File: src/rtl/fpnew_ordered_dispatch.sv
// Dispatches tagged operations to a set of operation-group units and retires
// their results in program order through a small {group, tag} order FIFO.
module fpnew_ordered_dispatch #(
   parameter int NumGroups = 5,
   parameter int Width     = 64,
   parameter int Depth     = 8,
   parameter int TagWidth  = 8
) (
   input  logic                          clk_i,
   input  logic                          rst_i,
   input  logic                          in_valid_i,
   output logic                          in_ready_o,
   input  logic [$clog2(NumGroups)-1:0]  in_group_i,
   input  logic [TagWidth-1:0]           in_tag_i,
   output logic [NumGroups-1:0]          grp_in_valid_o,
   input  logic [NumGroups-1:0]          grp_in_ready_i,
   input  logic [NumGroups-1:0]          grp_out_valid_i,
   output logic [NumGroups-1:0]          grp_out_ready_o,
   input  logic [NumGroups*Width-1:0]    grp_result_i,
   input  logic [NumGroups*5-1:0]        grp_status_i,
   output logic                          out_valid_o,
   input  logic                          out_ready_i,
   output logic [Width-1:0]              result_o,
   output logic [4:0]                    status_o,
   output logic [TagWidth-1:0]           tag_o,
   input  logic                          flush_i,
   output logic                          busy_o,
   output logic [$clog2(Depth+1)-1:0]    outstanding_o,
   output logic                          err_o
);

   localparam int GrpW = $clog2(NumGroups);
   localparam int PtrW = $clog2(Depth);
   localparam int CntW = $clog2(Depth + 1);
   localparam logic [CntW-1:0] CntFull    = CntW'(Depth);
   localparam logic [GrpW:0]   NumGroupsW = (GrpW + 1)'(NumGroups);

   logic [GrpW-1:0]     grp_mem_q [Depth];
   logic [TagWidth-1:0] tag_mem_q [Depth];

   logic [PtrW-1:0] wr_ptr_q, wr_ptr_d;
   logic [PtrW-1:0] rd_ptr_q, rd_ptr_d;
   logic [CntW-1:0] count_q, count_d;
   logic            err_q, err_d;

   logic                 legal;
   logic                 full;
   logic                 not_empty;
   logic                 admit;
   logic                 push;
   logic                 pop;
   logic [GrpW-1:0]      head_grp;
   logic [NumGroups-1:0] in_sel;
   logic [NumGroups-1:0] head_sel;
   logic [Width-1:0]     head_result;
   logic [4:0]           head_status;

   // Extra MSB keeps the compare exact when NumGroups is a power of two.
   assign legal     = ({1'b0, in_group_i} < NumGroupsW);
   assign full      = (count_q == CntFull);
   assign not_empty = (count_q != '0);
   assign head_grp  = grp_mem_q[rd_ptr_q];

   for (genvar gi = 0; gi < NumGroups; gi++) begin : g_sel
      assign in_sel[gi]   = (in_group_i == GrpW'(gi));
      assign head_sel[gi] = (head_grp == GrpW'(gi));
   end

   // A full FIFO blocks dispatch regardless of a same-cycle retire.
   assign admit          = in_valid_i & legal & ~full & ~flush_i;
   assign grp_in_valid_o = admit ? in_sel : '0;
   assign push           = admit & |(in_sel & grp_in_ready_i);
   assign in_ready_o     = push;

   assign out_valid_o     = not_empty & |(head_sel & grp_out_valid_i) & ~flush_i;
   assign grp_out_ready_o = flush_i ? '1 : ((out_ready_i & not_empty) ? head_sel : '0);
   assign pop             = out_valid_o & out_ready_i;

   always_comb begin
      head_result = '0;
      head_status = '0;
      for (int g = 0; g < NumGroups; g++) begin
         if (head_sel[g]) begin
            head_result = grp_result_i[g*Width +: Width];
            head_status = grp_status_i[g*5 +: 5];
         end
      end
   end

   assign result_o      = not_empty ? head_result : '0;
   assign status_o      = not_empty ? head_status : '0;
   assign tag_o         = not_empty ? tag_mem_q[rd_ptr_q] : '0;
   assign busy_o        = not_empty;
   assign outstanding_o = count_q;
   assign err_o         = err_q;

   always_comb begin
      wr_ptr_d = wr_ptr_q;
      rd_ptr_d = rd_ptr_q;
      count_d  = count_q;
      err_d    = err_q | (in_valid_i & ~legal);
      if (flush_i) begin
         wr_ptr_d = '0;
         rd_ptr_d = '0;
         count_d  = '0;
      end else begin
         if (push) wr_ptr_d = wr_ptr_q + PtrW'(1);
         if (pop)  rd_ptr_d = rd_ptr_q + PtrW'(1);
         case ({push, pop})
            2'b10:   count_d = count_q + CntW'(1);
            2'b01:   count_d = count_q - CntW'(1);
            default: count_d = count_q;
         endcase
      end
   end

   always_ff @(posedge clk_i) begin
      if (rst_i) begin
         wr_ptr_q <= '0;
         rd_ptr_q <= '0;
         count_q  <= '0;
         err_q    <= 1'b0;
      end else begin
         wr_ptr_q <= wr_ptr_d;
         rd_ptr_q <= rd_ptr_d;
         count_q  <= count_d;
         err_q    <= err_d;
      end
   end

   // Entries need no reset: the count masks every stale slot.
   always_ff @(posedge clk_i) begin
      if (push) begin
         grp_mem_q[wr_ptr_q] <= in_group_i;
         tag_mem_q[wr_ptr_q] <= in_tag_i;
      end
   end

endmodule

File: config.mk
export PLATFORM = sky130hd
export DESIGN_NAME = fpnew_ordered_dispatch
export DESIGN_NICKNAME = d
export VERILOG_FILES = /design/src/rtl/fpnew_ordered_dispatch.sv
export SDC_FILE = /design/constraint.sdc
export NUM_CORES = 1
export LEC_CHECK = 0
export ABC_AREA = 1
export BUFFER_PORTS_ARGS = -buffer_cell sky130_fd_sc_hd__clkbuf_2
export CORE_AREA = 2 2 179 181
export DETAILED_ROUTE_END_ITERATION = 8
export DIE_AREA = 0 0 181 183
export GPL_TIMING_DRIVEN = 1
export SLEW_MARGIN = 20
export SYNTH_ARGS = -nofsm -noshare
export SYNTH_HDL_FRONTEND = slang
export SYNTH_SLANG_ARGS = --single-unit
File: constraint.sdc
create_clock -name clk_i -period 2.65 [get_ports clk_i]
set_input_delay 0.1325 -clock clk_i [delete_from_list [all_inputs] [get_ports clk_i]]
set_output_delay 0.1325 -clock clk_i [all_outputs]
set_load 0.005 [all_outputs]
==> flow_summary.json <==
{
  "setup_tns_ns": 0,
  "arrival_ns": 2.51,
  "critPathKind": "reg2out",
  "yosys.area.top_type_share_pct": 37.3,
  "cts_buffers": 9,
  "die_h_um": 183,
  "drcViolationCount": 0,
  "grt_pass1_vias": 8364,
  "syn_inst": 980,
  "outcome": "finished clean",
  "crit_fanout": 8,
  "rsz0062_at_grt": "yes",
  "slew_headroom_pct": 62.7,
  "synth_seq_cells": 102,
  "crit_required_ns": 2.52,
  "yosysSeqAreaShare_pct": 41.3,
  "setup_viol_count_final": 0,
  "ys_warn_count": 0,
  "antenna_found_initial": 7,
  "fin_nets": 1846,
  "p_leak_nw": 5.34,
  "pin_count": 466,
  "post_drt_wl_per_cell_um": 22.6,
  "dieWidth_um": 181,
  "yosysUniqueCellTypes": 31,
  "placed_area_mm2": 0.0101,
  "grtUsageTotal_pct": 22.4,
  "stdcell_area_mm2": 0.0116,
  "dp_hpwl_um": 31400,
  "cts_root_buf": "clkbuf_16",
  "ant_nets": 0,
  "drive_gt1_share_pct": 47.2,
  "num_rows": 65,
  "tightestPinTransition_ns": 0.557,
  "path_clk_slew_ns": 0.06,
  "dp_slack_ns": -0.0466,
  "grt_pass1_wl_um": 54700,
  "cp-start-kind": "register",
  "synth.top_cells.by_area": "edfxtp_1, o21ai_0, a21oi_1, nand2_1, nand3_1",
  "max_freq_mhz": 378,
  "n_fill_cell": 3296,
  "clock_sinks": 102,
  "coreArea_mm2": 0.0312,
  "slew_viol_final": 0,
  "cts_buffer_depth": 2,
  "worst_slack_ns": 0.00403,
  "maxCapViolations": 0,
  "place.gp.congestion": 0.911,
  "initial_core_util_pct": 22.7,
  "dr.pass1.iters": 7,
  "viasPerCell": 4.95,
  "fin_skew_ns": 0.00703,
  "clk_latency_ns": 0.33,
  "syn_area_per_cell_um2": 7.23,
  "finalCritPeriodShare_pct": 99.8,
  "grt_max_degree": 80,
  "critPathCaptureType": "output pin",
  "netlist_area_mm2": 0.00708,
  "drtIter0Drc": 627,
  "totalWireLength_um": 42600,
  "cts_tree": "yes",
  "via_count": 9322,
  "hold_viol": 0,
  "dieArea_mm2": 0.0331,
  "max-vdd-ir-drop_mv": 0.347,
  "area_growth_pct": 64.3,
  "synth_fp_nets": 1356,
  "totalPowerFinal_w": 0.00367,
  "io_buffer_count": 465,
  "hold_path.class": "in2reg",
  "post-route-min-period_ns": 2.65,
  "cts-htree-levels": 3,
  "gr-total-overflow": 0,
  "yosys.area.top_type": "edfxtp_1",
  "powerDensity_mw_per_mm2": 316
}
## placed cells by master, fill, tap and decap left out, types with 2 or more instances in the layout
cell / instances
o21ai_1: 43
nand2_2: 24
nor4_1: 5
xnor2_1: 2
a31oi_1: 8
inv_1: 54
a21oi_2: 35
clkbuf_2: 417
clkbuf_16: 20
buf_12: 10
nor2_1: 70
inv_2: 4
o31ai_1: 2
buf_2: 9
clkbuf_1: 3
nand4_1: 9
ha_1: 4
buf_6: 20
o21ai_2: 13
buf_16: 6
nand3_4: 4
edfxtp_1: 88
nand2_4: 10
dfxtp_4: 2
o21ai_0: 130
nand3_1: 63
dfxtp_1: 11
o22ai_1: 8
inv_6: 4
clkbuf_4: 2
buf_4: 74
nand3_2: 29
nand2_1: 164
nor2_2: 2
a21oi_1: 112
diode_2: 6
## where the power goes
group | leakage [nW] | switching [W] | total [W] | internal (W)
registers | 0.906 | 0.00000289 | 0.00175 | 0.00174
logic | 4.29 | 0.000324 | 0.000642 | 0.000318
clock network | 0.142 | 0.000545 | 0.00128 | 0.000739
## worst paths after layout
check                           startpoint               end  slack [ns]  depth (start not counted)
worst max-delay path              register      result_o[14]       0.004                         16
worst min-delay path            in_valid_i             err_o        0.04                          3
worst max register to register    register  outstanding_o[2]        0.06                         21
worst min register to register       err_o             err_o        0.48                          2
## logic make-up after synthesis
kind of cell / Yosys count / share of synthesized area (%)
simple gates: 381 / 23.4
xor+xnor: 3 / 0.371
compound gates: 354 / 25.5
flops: 102 / 41.3
buf+inv: 135 / 8.59
fa+ha+maj: 5 / 0.884
## area by class of cell
cell class / instances / area, um^2 / area share (%)
clock inverters: 4 / 52.6 / 0.452
flip-flops and latches: 102 / 2930 / 25.2
repair buffers: 552 / 3630 / 31.2
clock buffers: 12 / 236 / 2.03
multi-input cells: 743 / 4010 / 34.5
well taps: 402 / 503 / 4.32
inverters: 62 / 255 / 2.19
diodes: 6 / 15.0 / 0.129
## metrics by stage
stage | hold WS [ns] | util, % | instances
floorplan | 0.202 | - | 980
global placement | 0.313 | 32.5 | 1837
detailed placement | 0.325 | 32.5 | 1837
CTS | 0.0339 | 34.3 | 1862
global route | 0.0619 | 37.3 | 1883
finish | 0.0405 | 37.3 | 1883
## Yosys cell counts
cell        n
o31ai_1     2
nand2_2     5
buf_6       6
nand3_1    90
o211ai_1    1
o21ai_0   155
nand3_4     1
nand2_1   191
xor2_1      1
clkbuf_1   32
xnor2_1     2
nor4_1      5
a31oi_1     8
inv_2       6
a31o_2      1
nand4_1     9
buf_2      26
buf_4       4
o22ai_1     8
ha_1        5
clkbuf_2    5
dfxtp_1    14
nand2_4     2
inv_4       1
nand3_2     5
o21ai_1    31
nor2_1     72
inv_1      55
edfxtp_1   88
a21oi_1   148
nor2_4      1
## worst max-delay path, stage by stage (launching register included)
cell and delay, ns:
dfxtp_4 0.37, buf_6 0.14, nand2_4 0.05, nand2_2 0.05, nand2_2 0.05, nand3_2 0.09, nand2_4 0.13, nand2_4 0.07
nor2_4 0.18, buf_12 0.21, clkbuf_16 0.18, nand2_1 0.06, nand3_1 0.07, o21ai_0 0.08, a21oi_1 0.19, buf_4 0.16
buf_4 0.11
## state kept, by name, summed over array words and instances, names as in the netlist, named ones only
signal / cells
err_o: 1
grp_mem_q: 24
outstanding_o: 4
rd_ptr_q: 3
tag_mem_q: 64
wr_ptr_q: 3
## repair_timing
action | 4_1_cts | 5_1_grt
setup buffers | 4 | 6
gates cloned | 4 | 12
resized for setup | 37 | 243
setup endpoints to repair | 64 | 72
hold buffers | 1 | 0
hold endpoints to repair | 1 | 0
pin swaps | 5 | 40
## metal layers
metal | wire length [um] | GRT usage, %
met1 | 17600 | 28.3
met5 | 13 | 0
met4 | 1360 | 5.95
met2 | 18100 | 33.2
met3 | 5470 | 12.2
Power figures use the tool's default switching activity.
